--- config.mk ---
export PLATFORM = sky130hd
export DESIGN_NAME = key_conditioner
export DESIGN_NICKNAME = d
export VERILOG_FILES = /design/src/rtl/key_conditioner.sv
export SDC_FILE = /design/constraint.sdc
export NUM_CORES = 1
export LEC_CHECK = 0
export BUFFER_PORTS_ARGS = -buffer_cell sky130_fd_sc_hd__buf_2
export CAP_MARGIN = 5
export CORE_UTILIZATION = 65
export DETAILED_ROUTE_END_ITERATION = 8
export HOLD_SLACK_MARGIN = 0.05
export PLACE_DENSITY_LB_ADDON = 0.05
export SYNTH_ARGS = -nofsm -noshare
export SYNTH_HDL_FRONTEND = slang
export SYNTH_SLANG_ARGS = --single-unit
--- constraint.sdc ---
create_clock -name clock -period 5.8 [get_ports clock]
set_input_delay 0.29 -clock clock [delete_from_list [all_inputs] [get_ports clock]]
set_output_delay 0.29 -clock clock [all_outputs]
set_load 0.03 [all_outputs]
--- src/rtl/key_conditioner.sv ---
// Push-button conditioner: 2-flop sync, shared sample prescaler, per-key debounce
// and hold FSM producing press/release/long/repeat single-cycle pulses.

module key_conditioner_lane #(
  parameter int DEBOUNCE_SAMPLES = 16,
  parameter int LONG_SAMPLES     = 512,
  parameter int REPEAT_SAMPLES   = 128,
  parameter int ACTIVE_LOW       = 0
) (
  input  logic clock,
  input  logic reset,
  input  logic tick,
  input  logic raw,
  output logic level,
  output logic down,
  output logic up,
  output logic long_pulse,
  output logic rpt_pulse
);
  localparam logic IDLE_RAW = (ACTIVE_LOW != 0);
  localparam int   DBW      = $clog2(DEBOUNCE_SAMPLES);
  localparam int   HMAX     = (LONG_SAMPLES > REPEAT_SAMPLES) ? LONG_SAMPLES : REPEAT_SAMPLES;
  localparam int   HW       = (HMAX > 1) ? $clog2(HMAX) : 1;

  typedef enum logic [1:0] {ST_IDLE, ST_HELD, ST_LONG} hold_state_t;

  logic [1:0]     sync;
  logic           pressed_s;
  logic [DBW-1:0] db_cnt, db_nxt;
  logic           level_nxt;
  hold_state_t    state, state_nxt;
  logic [HW-1:0]  hold_cnt, hold_nxt;
  logic [HW:0]    hold_inc;
  logic           down_nxt, up_nxt, long_nxt, rpt_nxt;

  assign pressed_s = sync[1] ^ IDLE_RAW;
  assign hold_inc  = {1'b0, hold_cnt} + (HW+1)'(1);

  always_ff @(posedge clock or negedge reset) begin
    if (!reset) begin
      sync       <= {2{IDLE_RAW}};
      level      <= 1'b0;
      db_cnt     <= '0;
      state      <= ST_IDLE;
      hold_cnt   <= '0;
      down       <= 1'b0;
      up         <= 1'b0;
      long_pulse <= 1'b0;
      rpt_pulse  <= 1'b0;
    end else begin
      sync       <= {sync[0], raw};
      level      <= level_nxt;
      db_cnt     <= db_nxt;
      state      <= state_nxt;
      hold_cnt   <= hold_nxt;
      down       <= down_nxt;
      up         <= up_nxt;
      long_pulse <= long_nxt;
      rpt_pulse  <= rpt_nxt;
    end
  end

  always_comb begin
    level_nxt = level;
    db_nxt    = db_cnt;
    state_nxt = state;
    hold_nxt  = hold_cnt;
    down_nxt  = 1'b0;
    up_nxt    = 1'b0;
    long_nxt  = 1'b0;
    rpt_nxt   = 1'b0;
    if (tick) begin
      if (pressed_s == level)
        db_nxt = '0;
      else if (db_cnt == DBW'(DEBOUNCE_SAMPLES-1)) begin
        level_nxt = ~level;
        db_nxt    = '0;
      end else
        db_nxt = db_cnt + DBW'(1);

      // A level flip consumes the tick, so it always beats long/repeat.
      if (level_nxt != level) begin
        down_nxt  = level_nxt;
        up_nxt    = ~level_nxt;
        state_nxt = level_nxt ? ST_HELD : ST_IDLE;
        hold_nxt  = '0;
      end else begin
        case (state)
          ST_HELD:
            if (hold_inc == (HW+1)'(LONG_SAMPLES)) begin
              long_nxt  = 1'b1;
              state_nxt = ST_LONG;
              hold_nxt  = '0;
            end else
              hold_nxt = hold_inc[HW-1:0];
          ST_LONG:
            if (hold_inc == (HW+1)'(REPEAT_SAMPLES)) begin
              rpt_nxt  = 1'b1;
              hold_nxt = '0;
            end else
              hold_nxt = hold_inc[HW-1:0];
          default: ;
        endcase
      end
    end
  end
endmodule

module key_conditioner #(
  parameter int NUM_KEYS         = 2,
  parameter int SAMPLE_DIV       = 1024,
  parameter int DEBOUNCE_SAMPLES = 16,
  parameter int LONG_SAMPLES     = 512,
  parameter int REPEAT_SAMPLES   = 128,
  parameter int ACTIVE_LOW       = 0
) (
  input  logic                clock,
  input  logic                reset,
  input  logic [NUM_KEYS-1:0] key_raw,
  output logic                sample_tick,
  output logic [NUM_KEYS-1:0] key_level,
  output logic [NUM_KEYS-1:0] key_down,
  output logic [NUM_KEYS-1:0] key_up,
  output logic [NUM_KEYS-1:0] key_long,
  output logic [NUM_KEYS-1:0] key_repeat
);
  localparam int DIVW = $clog2(SAMPLE_DIV);

  logic [DIVW-1:0] div_cnt;

  always_ff @(posedge clock or negedge reset) begin
    if (!reset)
      div_cnt <= '0;
    else if (div_cnt == DIVW'(SAMPLE_DIV-1))
      div_cnt <= '0;
    else
      div_cnt <= div_cnt + DIVW'(1);
  end

  assign sample_tick = (div_cnt == DIVW'(SAMPLE_DIV-1));

  for (genvar g = 0; g < NUM_KEYS; g++) begin : g_lane
    key_conditioner_lane #(
      .DEBOUNCE_SAMPLES(DEBOUNCE_SAMPLES),
      .LONG_SAMPLES    (LONG_SAMPLES),
      .REPEAT_SAMPLES  (REPEAT_SAMPLES),
      .ACTIVE_LOW      (ACTIVE_LOW)
    ) u_lane (
      .clock     (clock),
      .reset     (reset),
      .tick      (sample_tick),
      .raw       (key_raw[g]),
      .level     (key_level[g]),
      .down      (key_down[g]),
      .up        (key_up[g]),
      .long_pulse(key_long[g]),
      .rpt_pulse (key_repeat[g])
    );
  end
endmodule

==> run_results.csv <==
group,metric,value,unit
logic_synthesis,seq_area_frac_synth,46.4,%
cts,h-tree-depth,2,
logic_synthesis,netlist.top_cell.by_area,"sky130_fd_sc_hd__dfrtp_1",
floorplan,core,4140,sq um
final_layout,final_cell_mix,"54 x sky130_fd_sc_hd__dfrtp_1, 38 x sky130_fd_sc_hd__nand2_1, 21 x sky130_fd_sc_hd__nand3_1, 19 x sky130_fd_sc_hd__nor2_1, 19 x sky130_fd_sc_hd__o21ai_0",
cts,clk_root_buffer_cell,"sky130_fd_sc_hd__clkbuf_8",
timing,slew_violations,0,
power_and_ir_drop,peakVddDrop,0.164,mV
routing,count_of_nets_left_with_antenna_violations_after_detail_routing,0,
cts,cts.repair_timing.setup_buffer_count,0,
routing,drt_iter0_markers,212,
floorplan,die_y,68.9,um
timing,final_min_period_over_clock_period,47.2,%
placement,detailed_placement_hpwl,3.65,mm
global_routing,gr-total-overflow,0,
final_layout,final_layout_size_suffix_gt1_share,10.5,%
final_layout,num_antenna_cells,0,
timing,max_slew.worst_pin.slew,0.651,ns
global_routing,first_global_vias,1872,
timing,tns,0,ns
logic_synthesis,synth-edff-count,0,
cts,post_cts_hold_buffer_count,0,
final_layout,layout_commonest_cell,"sky130_fd_sc_hd__dfrtp_1",
cts,cts_made_buffers,5,
power_and_ir_drop,total_power,603,uW
floorplan,pin_count,15,
cts,cts.repair.resized,0,
critical_path,worst-endpoint-required,6.04,ns
outcome,outcome,"finished clean",
cts,tritoncts,"done",
routing,avgViaCountPerCell,5.85,
routing,wl_met1,2.52,mm
timing,timing.clock.skew,0.00638,ns
routing,drcViolationCount,0,
logic_synthesis,synth_top_flop_cell,"sky130_fd_sc_hd__dfrtp_1",
global_routing,grt.total_usage,24.7,%
critical_path,startpoint_types,"register",
timing,grt_setup_unrepaired,"false",
logic_synthesis,synth.avg_cell_area,9.64,sq um
cts,clkTransAtPathRegs,0.10,ns
timing,setup_viol,0,
logic_synthesis,syn-num-nets,319,
cts,clk_path_buf_depth,2,
power_and_ir_drop,power_leakage,0.00146,uW
final_layout,finalNetCount,322,
logic_synthesis,post_synth_num_cell_types,52,
floorplan,die_area,4750,sq um
timing,report.final.hold_viol_count,0,
power_and_ir_drop,power.density,200,nW/um^2
logic_synthesis,synthArstFlopShare,100,%
logic_synthesis,post_synth_instance_area,2910,sq um
final_layout,layout-area-overhead-vs-synth,3.78,%
logic_synthesis,synth.ff_latch_count,54,
routing,drt-wirelength-per-cell,14.4,um
routing,highest-signal-layer,"met4",
floorplan,floorplan.die.width,68.9,um
hold_path,holdCritPathClass,"primary input to register",
cts,clock_sinks,54,
routing,met3WireLength,190,um
final_layout,fillerInstances,325,
logic_synthesis,synthTopCellsByArea,"sky130_fd_sc_hd__dfrtp_1 46%, sky130_fd_sc_hd__ha_1 5.6%, sky130_fd_sc_hd__nand2_1 4.9%",
critical_path,worst-path-max-fanout,8,
flow_run,max_cap_viols,0,
placement,port_buffers,14,
critical_path,arrival,2.98,ns
global_routing,grt_first_pass_wirelength,8.56,mm
logic_synthesis,yosysTopAreaCellShare,46.4,%
routing,dr_wl_met2,2.34,mm
timing,period_minus_slack,2.74,ns
routing,route.final.wire_length,5.12,mm
timing,relSlewSlack,56.6,%
cts,clkLatencyLatePin,0.32,ns
routing,drtPass1Iterations,4,
logic_synthesis,synthesis.yosys.warnings,0,
floorplan,effective_utilization_at_floorplan,70.2,%
global_routing,maximum_number_of_pins_on_one_net_before_global_route_repair,55,
timing,fmax,365,MHz
global_routing,antenna_violations_before_repair,0,
critical_path,critPathKind,"register to register",
logic_synthesis,netlist_instances,302,
critical_path,worstSetupEndpointType,"register",
routing,vias,2084,
floorplan,num_rows,23,
placement,gp_congestion,0.871,
final cells by class:
type / count / area, sq um / area share (%)
Clock buffer: 6 / 72.6 / 2.40
Clock inverter: 2 / 17.5 / 0.580
Inverter: 14 / 52.6 / 1.74
Multi-Input combinational cell: 215 / 1390 / 45.9
Sequential cell: 54 / 1350 / 44.7
Tap cell: 50 / 62.6 / 2.07
Timing Repair Buffer: 15 / 77.6 / 2.57
synthesized netlist by cell type (2+ instances only):
| master | count |
|---|---|
| sky130_fd_sc_hd__nand2_1 | 38 |
| sky130_fd_sc_hd__ha_1 | 13 |
| sky130_fd_sc_hd__o21bai_1 | 3 |
| sky130_fd_sc_hd__and4_1 | 2 |
| sky130_fd_sc_hd__a31oi_1 | 4 |
| sky130_fd_sc_hd__o21ai_0 | 19 |
| sky130_fd_sc_hd__inv_1 | 13 |
| sky130_fd_sc_hd__nor2_1 | 19 |
| sky130_fd_sc_hd__a32o_1 | 2 |
| sky130_fd_sc_hd__a22o_1 | 2 |
| sky130_fd_sc_hd__a21oi_1 | 6 |
| sky130_fd_sc_hd__xnor2_1 | 7 |
| sky130_fd_sc_hd__and3_1 | 16 |
| sky130_fd_sc_hd__clkbuf_2 | 2 |
| sky130_fd_sc_hd__nand2b_1 | 2 |
| sky130_fd_sc_hd__and2_1 | 3 |
| sky130_fd_sc_hd__nand3_1 | 21 |
| sky130_fd_sc_hd__mux2i_1 | 5 |
| sky130_fd_sc_hd__o22a_1 | 2 |
| sky130_fd_sc_hd__xor2_1 | 6 |
| sky130_fd_sc_hd__nor3b_1 | 2 |
| sky130_fd_sc_hd__a211oi_1 | 2 |
| sky130_fd_sc_hd__or3_1 | 3 |
| sky130_fd_sc_hd__nand4_1 | 9 |
| sky130_fd_sc_hd__clkbuf_1 | 4 |
| sky130_fd_sc_hd__dfrtp_1 | 54 |
| sky130_fd_sc_hd__o31ai_1 | 3 |
| sky130_fd_sc_hd__a21o_1 | 4 |
| sky130_fd_sc_hd__nand3b_1 | 2 |
| sky130_fd_sc_hd__buf_4 | 12 |
metrics by stage:
step                      util (%)  std cells  instance area, sq um  hold slack (ns)  worst slack, ns
after floorplan                  -        302                  2910         -0.00559             3.40
after detailed placement      70.7        348                  2930            0.338             3.13
final                         72.9        356                  3020           0.0723             3.06
after global routing          72.9        356                  3020           0.0567             2.80
after CTS                     72.9        356                  3020           0.0670             3.07
after global placement        70.7        348                  2930            0.332             3.23
critical path: stages (launching register included):
cell and delay [ns]:
sky130_fd_sc_hd__dfrtp_1 0.43, sky130_fd_sc_hd__ha_1 0.26, sky130_fd_sc_hd__nand3_1 0.14, sky130_fd_sc_hd__mux2i_1 0.32, sky130_fd_sc_hd__inv_1 0.08, sky130_fd_sc_hd__ha_1 0.38, sky130_fd_sc_hd__nand2b_1 0.12, sky130_fd_sc_hd__a211oi_1 0.34
sky130_fd_sc_hd__o21ai_2 0.20, sky130_fd_sc_hd__or3_1 0.33, sky130_fd_sc_hd__o21ai_0 0.07
power breakdown:
part           internal [uW]  total, uW  switching [uW]
logic                   1.94       9.95            8.01
registers                378        378           0.689
clock network           87.8        215             127
state kept, by name (all words and copies together), names as in the netlist:
name,flops
g_lane.u_lane.state,4
g_lane.u_lane.db_cnt,8
g_lane.u_lane.down,2
g_lane.u_lane.sync,4
g_lane.u_lane.level,2
g_lane.u_lane.up,2
g_lane.u_lane.rpt_pulse,2
g_lane.u_lane.hold_cnt,18
div_cnt,10
g_lane.u_lane.long_pulse,2
logic make-up after synthesis:
logic type                 count (synthesis)  share of synthesized area, %
xor gates and xnor gates                  13                          3.91
DFF                                       54                          46.4
adders and majority gates                 13                          5.59
buffers and inverters                     33                          5.93
muxes                                      7                          2.49
AOI/OAI and AO/OA                         56                          13.0
and+or+nand+nor                          126                          22.6
layer usage:
layer	vias up	GRT usage (%)
li1	1065	-
met1	972	34.5
met2	40	38.1
met3	7	3.95
met4	0	10.5
met5	-	0
final timing paths:
| kind | endpoint | depth (start not counted) | slack [ns] | startpoint |
|---|---|---|---|---|
| min in group asynchronous | div_cnt[4] | 2 | 0.08 | reset |
| worst max register to register | g_lane[1].u_lane.hold_cnt[7] | 10 | 3.06 | g_lane[1].u_lane.db_cnt[0] |
| worst min-delay path | g_lane[1].u_lane.sync[0] | 1 | 0.07 | key_raw[1] |
| worst max-delay path | g_lane[1].u_lane.hold_cnt[7] | 10 | 3.06 | g_lane[1].u_lane.db_cnt[0] |
| max in group asynchronous | g_lane[0].u_lane.hold_cnt[8] | 2 | 5.29 | reset |
| worst min register to register | g_lane[0].u_lane.sync[1] | 0 | 0.36 | g_lane[0].u_lane.sync[0] |
No activity file was read; power rests on OpenSTA's default activity.
